$ cat config.mk
export PLATFORM = sky130hd
export DESIGN_NAME = game_controller
export DESIGN_NICKNAME = d
export VERILOG_FILES = /design/src/rtl/game_controller.sv
export SDC_FILE = /design/constraint.sdc
export NUM_CORES = 1
export LEC_CHECK = 0
export ABC_AREA = 1
export BUFFER_PORTS_ARGS = -buffer_cell sky130_fd_sc_hd__buf_4
export CAP_MARGIN = 20
export CORE_UTILIZATION = 25
export CTS_CLUSTER_DIAMETER = 150
export CTS_CLUSTER_SIZE = 14
export DETAILED_ROUTE_END_ITERATION = 16
export GPL_TIMING_DRIVEN = 1
export SLEW_MARGIN = 5
export SYNTH_ARGS = -nofsm -noshare
export SYNTH_HDL_FRONTEND = slang
export SYNTH_SLANG_ARGS = --single-unit
$ cat constraint.sdc
create_clock -name clk -period 4.2 [get_ports clk]
set_input_delay 0.42 -clock clk [delete_from_list [all_inputs] [get_ports clk]]
set_output_delay 0.42 -clock clk [all_outputs]
set_load 0.005 [all_outputs]
$ cat src/rtl/game_controller.sv
// Whack-a-mole round sequencer: spawns moles, times the hit window, tracks lives and rounds.
// Optional streak/bonus tracking is built when GAME_CTRL_STREAK_EN is defined.
module game_controller #(
  parameter int unsigned LIVES  = 3,
  parameter int unsigned ROUNDS = 20,
  parameter int unsigned GAP_MS = 250
) (
  input  logic       clk,
  input  logic       rst,
  input  logic       start_pulse,
  input  logic [1:0] level,
  input  logic       tick_1ms,
  input  logic       hit_pulse,
  input  logic       miss_pulse,
  output logic       mole_spawn,
  output logic       mole_clear,
  output logic       round_active,
  output logic [3:0] lives_left,
  output logic [7:0] round_num,
  output logic       game_over,
  output logic       game_won,
  output logic [3:0] streak,
  output logic       bonus_pulse
);

  localparam int unsigned WIN_W  = 11;
  localparam int unsigned GAP_W  = 16;
  localparam int unsigned LIFE_W = 4;
  localparam int unsigned RND_W  = 8;

  typedef enum logic [2:0] {
    S_IDLE, S_SPAWN, S_WAIT, S_HIT, S_MISS, S_GAP, S_DONE
  } state_t;

  state_t             state, state_next;
  logic               start_game;
  logic [WIN_W-1:0]   win_len, win_sel, win_cnt;
  logic [GAP_W-1:0]   gap_cnt;

  // Window length for the requested difficulty
  always_comb begin
    win_sel = WIN_W'(1500);
    case (level)
      2'b01:   win_sel = WIN_W'(1000);
      2'b10:   win_sel = WIN_W'(750);
      default: win_sel = WIN_W'(1500);
    endcase
  end

  // Next-state logic; hit beats miss beats timeout
  always_comb begin
    state_next = state;
    start_game = 1'b0;
    case (state)
      S_IDLE, S_DONE: begin
        if (start_pulse) begin
          state_next = S_SPAWN;
          start_game = 1'b1;
        end
      end
      S_SPAWN: state_next = S_WAIT;
      S_WAIT: begin
        if (hit_pulse)
          state_next = S_HIT;
        else if (miss_pulse)
          state_next = S_MISS;
        else if (tick_1ms && (win_cnt + WIN_W'(1)) == win_len)
          state_next = S_MISS;
      end
      S_HIT: begin
        if (round_num == RND_W'(ROUNDS))
          state_next = S_DONE;
        else
          state_next = S_GAP;
      end
      S_MISS: begin
        if (lives_left == LIFE_W'(0) || round_num == RND_W'(ROUNDS))
          state_next = S_DONE;
        else
          state_next = S_GAP;
      end
      S_GAP: begin
        if (tick_1ms && (gap_cnt + GAP_W'(1)) == GAP_W'(GAP_MS))
          state_next = S_SPAWN;
      end
      default: state_next = S_IDLE;
    endcase
  end

  // State, counters and registered outputs
  always_ff @(posedge clk) begin
    if (!rst) begin
      state        <= S_IDLE;
      win_len      <= '0;
      win_cnt      <= '0;
      gap_cnt      <= '0;
      lives_left   <= LIFE_W'(LIVES);
      round_num    <= '0;
      mole_spawn   <= 1'b0;
      mole_clear   <= 1'b0;
      round_active <= 1'b0;
      game_over    <= 1'b0;
      game_won     <= 1'b0;
    end else begin
      state <= state_next;

      if (start_game) begin
        win_len    <= win_sel;
        lives_left <= LIFE_W'(LIVES);
        round_num  <= '0;
      end

      if (state == S_SPAWN)
        win_cnt <= '0;
      else if (state == S_WAIT && tick_1ms)
        win_cnt <= win_cnt + WIN_W'(1);

      if (state != S_GAP)
        gap_cnt <= '0;
      else if (tick_1ms)
        gap_cnt <= gap_cnt + GAP_W'(1);

      // Round bookkeeping lands with the HIT/MISS state so its exit decision sees it
      if (state_next == S_HIT || state_next == S_MISS)
        round_num <= round_num + RND_W'(1);
      if (state_next == S_MISS)
        lives_left <= lives_left - LIFE_W'(1);

      mole_spawn   <= (state_next == S_SPAWN);
      mole_clear   <= (state_next == S_HIT) || (state_next == S_MISS);
      round_active <= (state_next == S_WAIT);
      game_over    <= (state_next == S_DONE);
      game_won     <= (state_next == S_DONE) && (lives_left != LIFE_W'(0));
    end
  end

`ifdef GAME_CTRL_STREAK_EN
  logic [3:0] streak_inc;

  assign streak_inc = (streak == 4'd15) ? 4'd15 : streak + 4'd1;

  // Consecutive-hit counter with a bonus every fourth hit
  always_ff @(posedge clk) begin
    if (!rst) begin
      streak      <= '0;
      bonus_pulse <= 1'b0;
    end else begin
      bonus_pulse <= 1'b0;
      if (start_game) begin
        streak <= '0;
      end else if (state_next == S_HIT) begin
        streak      <= streak_inc;
        bonus_pulse <= (streak_inc[1:0] == 2'b00);
      end else if (state_next == S_MISS) begin
        streak <= '0;
      end
    end
  end
`else
  assign streak      = '0;
  assign bonus_pulse = 1'b0;
`endif

endmodule

Word-level counts from Yosys, hierarchy flattened
Index checks and enable logic that the tools add are counted.
- add/subtract/negate cells: 4
- $mul: 0
- divide/modulo/power cells: 0
- order comparisons: 0
- equality and inequality tests: 17
- shift-type cells: 0
- mux-type cells: 15
- bitwise operators: 1
- reduce and logical (&&, ||, !) cells: 14
- operators with widths (kind ; number):
    case mux 11 bit (2 select lines) ; 1
    case mux 3 bit (6 select lines) ; 1
    adder 16 x 1 -> 16 bit, second input constant ; 1
    == test 16 x 8 -> 1 bit, second input constant ; 1
    2-to-1 mux 8 bit ; 2
    == test 3 bit, second input constant ; 5
    2-to-1 mux 3 bit ; 5
    == test 3 x 2 -> 1 bit, second input constant ; 4
    adder 11 x 1 -> 11 bit, second input constant ; 1
    == test 11 bit ; 1
    adder 8 x 1 -> 8 bit, second input constant ; 1
    == test 8 x 5 -> 1 bit, second input constant ; 1
    2-to-1 mux 4 bit ; 2
    == test 3 x 1 -> 1 bit, second input constant ; 2
    OR reduction 2 bit ; 3
    logical AND 1 bit ; 4
    zero test 4 bit ; 1
    2-to-1 mux 2 bit ; 2
    nonzero test 2 bit ; 2
    nonzero test 4 bit ; 1
    subtractor 4 x 1 -> 4 bit, second input constant ; 1
    zero test 3 bit ; 1
    != test 3 bit, second input constant ; 1
    == test 2 x 1 -> 1 bit, second input constant ; 1
    4 further kinds ; 6
- register bits: 58
- bits in latches: 0
- RAM bits: 0
- memory bits (read-only): 0
- output and inout bits: 22
- logic and storage cells: 62
- memories: 0

Longest topological paths before layout
- depth in word-level cells: 10
- gate-level depth with buffers: 18

Least setup slack after synthesis
OpenSTA, ideal clock, no wires.
- path type: reg2reg
- start: register win_cnt[0]
- end: register round_num[0]
- library setup time: 0.116 ns
- arrival: 1.810 ns
- required time: 4.084 ns
- slack: 2.275 ns
- stages on the path, launching flop included: 17
- buffers on the path: 0
- clock period less this slack: 1.925 ns
- cell sequence: dfxtp_1 -> ha_1 -> nand3_1 -> nor2_1 -> nand2_1 -> nand2_1 -> nand2_1 -> nand2_1 -> nand2_1 -> nor2_1 -> nand3_2 -> nand2_1 -> nand2_2 -> nand2_4 -> nand2_4 -> o21ai_0 -> nor2_1
- longest elaborated chain between the ends: 10
- RTL lines (element ; RTL line ; RTL):
    from (decl) ; 37 ; logic [WIN_W-1:0] win_len, win_sel, win_cnt;
    from (signal assigned) ; 116 ; win_cnt <= win_cnt + WIN_W'(1);
    adder 11 x 1 -> 11 bit (*) ; 67 ; else if (tick_1ms && (win_cnt + WIN_W'(1)) == win_len)
    == test 11 bit (*) ; 67 ;
    logical AND 1 bit (*) ; 67 ;
    2-to-1 mux 3 bit (*) ; 67 ;
    2-to-1 mux 3 bit (*) ; 65 ; else if (miss_pulse)
    2-to-1 mux 3 bit (*) ; 63 ; if (hit_pulse)
    case mux 3 bit (6 select lines) (*) ; 54 ; case (state)
    == test 3 x 2 -> 1 bit or == test 3 bit (tied branches) ; 124 ; if (state_next == S_HIT || state_next == S_MISS)
    logical OR 1 bit (*) ; 124 ;
    2-to-1 mux 8 bit or nonzero test 2 bit (tied branches) ; - ;
    to (signal assigned) ; 125 ; round_num <= round_num + RND_W'(1);
    to (decl) ; 19 ; output logic [7:0] round_num,
Every way passes the cells marked *; elsewhere a longest branch is shown, timed or not.
A chain may end at the register's enable or synchronous reset.

Worst setup path after layout
- start: register gap_cnt[0]
- end: register game_over
- longest elaborated chain between the ends: 6
- RTL lines (element ; RTL line ; RTL):
    from (decl) ; 38 ; logic [GAP_W-1:0] gap_cnt;
    from (signal assigned) ; 121 ; gap_cnt <= gap_cnt + GAP_W'(1);
    adder 16 x 1 -> 16 bit ; 83 ; if (tick_1ms && (gap_cnt + GAP_W'(1)) == GAP_W'(GAP_MS))
    == test 16 x 8 -> 1 bit ; 83 ;
    logical AND 1 bit ; 83 ;
    2-to-1 mux 3 bit ; 83 ;
    case mux 3 bit (6 select lines) ; 54 ;
    == test 3 bit ; 132 ; game_over <= (state_next == S_DONE);
    to (signal assigned) ; 132 ;
    to (decl) ; 20 ; output logic game_over,
Every way passes these cells.

==> run summary <==
Post-Place Worst Slack: 1870 ps
Number of synthesized register bits: 53
Footprint of the multi-input gates: 1750 sq um
H-tree Lvls: 2
CTS max path bufs: 2
WL/cell: 10.6 um
Sequential share of power: 49.0%
Initial Utilization: 26.1%
ANT nets after route: 0
Unrepaired setup endpoints after global routing: false
# IOs: 30
Worst-path maximum fanout: 4
DRT Pass-1 Iters: 4
Top delay family on crit path: simple AND/OR/NAND/NOR gates
Overall Power: 1.13 mW
Combinational Power Share: 15.9%
Sw Ratio: 28.1%
First-pass GRT wire length: 12300 um
Reg area: 1060 sq um
Fin crit share: 55.3%
Status: completed
Clock share of power: 35.2%
Placed Cells: 671
Final setup violation count: 0
Finished Layout Cells: 679
Vias: 2990
Number of max-cap violations: 0
Mean Syn Cell Area: 6.49 sq um
Crit path cell chain: ha_1 -> nand2_1 -> nor2_1 -> nand2_1 -> nor2_1 -> xor2_1 -> nand2_1 -> nor2_1 -> nand3_1 -> nand2_1 -> nand2_1 -> nor2_1 -> nor2_1 -> nand2_1 -> inv_1
Worst skew pair latency: 290 ps
# resized after CTS: 0
Number of global-route vias before repair: 2731
Rel. slew slack: 61.8%
Cell mode on critical path: nand2_1
Fmax: 431 MHz
Final Util: 29.8%
Sink Count: 53
Number of CTS-inserted buffers: 5
Row Count: 40
Share of cells above drive strength 1: 10.2%
DRT iter0 DRCs: 119
Actual slew at the worst max-slew pin: 571 ps
GP Congestion: 0.897
Routed WL: 7190 um
Setup bufs post-CTS: 0
Core area: 12200 sq um
Post-DP HPWL: 5470 um
WP data required: 4390 ps
Post-synth EDFFs: 0
Final Hold Viols: 0
# DRC: 0
Die Span Y: 115 um
CP max stage delay: 400 ps
Fin crit period: 2320 ps
Final Skew: 3.44 ps
Pwr Density: 311 nW/um^2
CTS tree: built
Die area: 13200 sq um
Antenna violations before repair: 0
Synth warn: 0
Largest net degree at the start of global routing: 19
Peak supply drop: 0.000154 V
WS Path Type: reg2reg
Layout area overhead: 14.3%
Layout fillers: 1335
Die width: 115 um
Post-Synthesis Cells: 490
Crit path launch type: flop
Root Driver: clkbuf_16
Final worst setup slack: 1880 ps
Setup TNS: 0 ps
Buf/Inv on CP: 1
Switching Power: 0.318 mW
Crit path DAT: 2510 ps
Routed vias/inst: 4.40
Leakage: 1.68 nW
GRT Overall Usage: 11.6%
CTS Hold Bufs: 0
# nets final: 527
PortBufs: 24
# diodes: 0
FFs w/ async S/R, synth: 0%
CP max stage cell: dfxtp_1
Pins over their slew limit: 0
Int Pwr: 0.813 mW
CP Capture Type: flop
Prevailing post-synth register cell: dfxtp_1
Hold Path Class: in2reg
Post-synthesis sequential area ratio: 33.3%
Total global routing overflow: 0
Distinct cell type count after synthesis: 33
Synth Cell Area: 3180 sq um
Clock transition at the registers of the reported paths: 70 ps
-- synth_stat cells, types with 3 or more instances --
| cell type | count | area [sq um] |
|---|---|---|
| inv_1 | 78 | 293 |
| nand2_2 | 7 | 43.8 |
| buf_4 | 6 | 45.0 |
| nand2_1 | 112 | 420 |
| o21ai_0 | 32 | 160 |
| nor2_1 | 59 | 221 |
| nand4_1 | 7 | 43.8 |
| clkbuf_1 | 7 | 26.3 |
| nand2_4 | 3 | 33.8 |
| nand3_1 | 33 | 165 |
| nor2_2 | 4 | 25.0 |
| xor2_1 | 11 | 96.3 |
| nor3_1 | 7 | 35.0 |
| dfxtp_1 | 53 | 1060 |
| a21oi_1 | 36 | 180 |
| o211ai_1 | 5 | 37.5 |
| ha_1 | 9 | 113 |
-- routing by layer --
metal  track usage (%)  part of all wire (%)
met1              14.7                    48
met4              4.42                   1.7
met2              19.1                    46
met5                 0                     0
met3              2.74                   4.4
-- cells in the final DEF, fill, tap and decap left out --
cell type,instances
o21ai_1,1
xor2_1,11
nor2_1,59
o21ai_0,32
nor2_2,4
nand2_4,3
a211oi_1,1
clkbuf_16,5
nand2_1,112
a21oi_1,36
nand4_1,7
nand3_2,1
ha_1,9
o21bai_1,2
dfxtp_1,53
o211ai_1,5
conb_1,5
clkinv_1,1
nand3_1,33
a311oi_1,1
a21boi_2,1
inv_1,78
nor3_1,7
clkbuf_1,3
nor2_4,1
o21ai_2,2
xnor2_1,2
buf_4,24
a221oi_1,1
or2_2,2
a21oi_4,2
nand2_2,7
-- registers in the layout (all words and copies together), names as in the netlist --
register and flops:
lives_left 4, game_over 1, round_num 8, round_active 1, win_len 6, game_won 1
mole_spawn 1, state 3, gap_cnt 16, win_cnt 11, mole_clear 1
-- kinds of logic after synthesis --
| group | Yosys count | share of synthesized area (%) |
|---|---|---|
| buffers and inverters | 94 | 12.1 |
| flip-flops | 53 | 33.3 |
| other | 1 | 0.118 |
| AND/OR/NAND/NOR | 236 | 32.1 |
| adder cells (fa/ha/maj) | 9 | 3.54 |
| XOR/XNOR | 13 | 3.58 |
| AO/OA/AOI/OAI | 84 | 15.2 |
-- power groups by stage --
stage / combinational [mW] / sequential, mW / clock, mW
after floorplan: 0.142 / 0.558 / 0
after CTS: 0.180 / 0.553 / 0.410
after global routing: 0.205 / 0.557 / 0.435
after detailed placement: 0.179 / 0.564 / 0
after global placement: 0.176 / 0.564 / 0
final: 0.179 / 0.554 / 0.398
-- cell type report --
type | count | share of cell area [%]
sequential | 53 | 29.2
inverter | 79 | 8.16
clock buffer | 8 | 3.75
timing repair buffer | 24 | 4.96
tap | 168 | 5.78
multi-input combinational | 347 | 48.2
-- worst paths after layout --
| kind | start | to | slack [ps] | depth (start not counted) |
|---|---|---|---|---|
| min reg2reg | win_len[1] | win_len[1] | 480 | 2 |
| max | gap_cnt[0] | game_over | 1880 | 15 |
| max reg2reg | gap_cnt[0] | game_over | 1880 | 15 |
| min | rst | lives_left[1] | 410 | 2 |
-- metrics by stage --
step | hold WS, ps | area (sq um)
after CTS | 403 | 3640
after floorplan | 444 | 3200
after global placement | 462 | 3500
after global routing | 411 | 3640
final | 408 | 3640
after detailed placement | 467 | 3500
No activity file was read; power rests on OpenSTA's default activity.
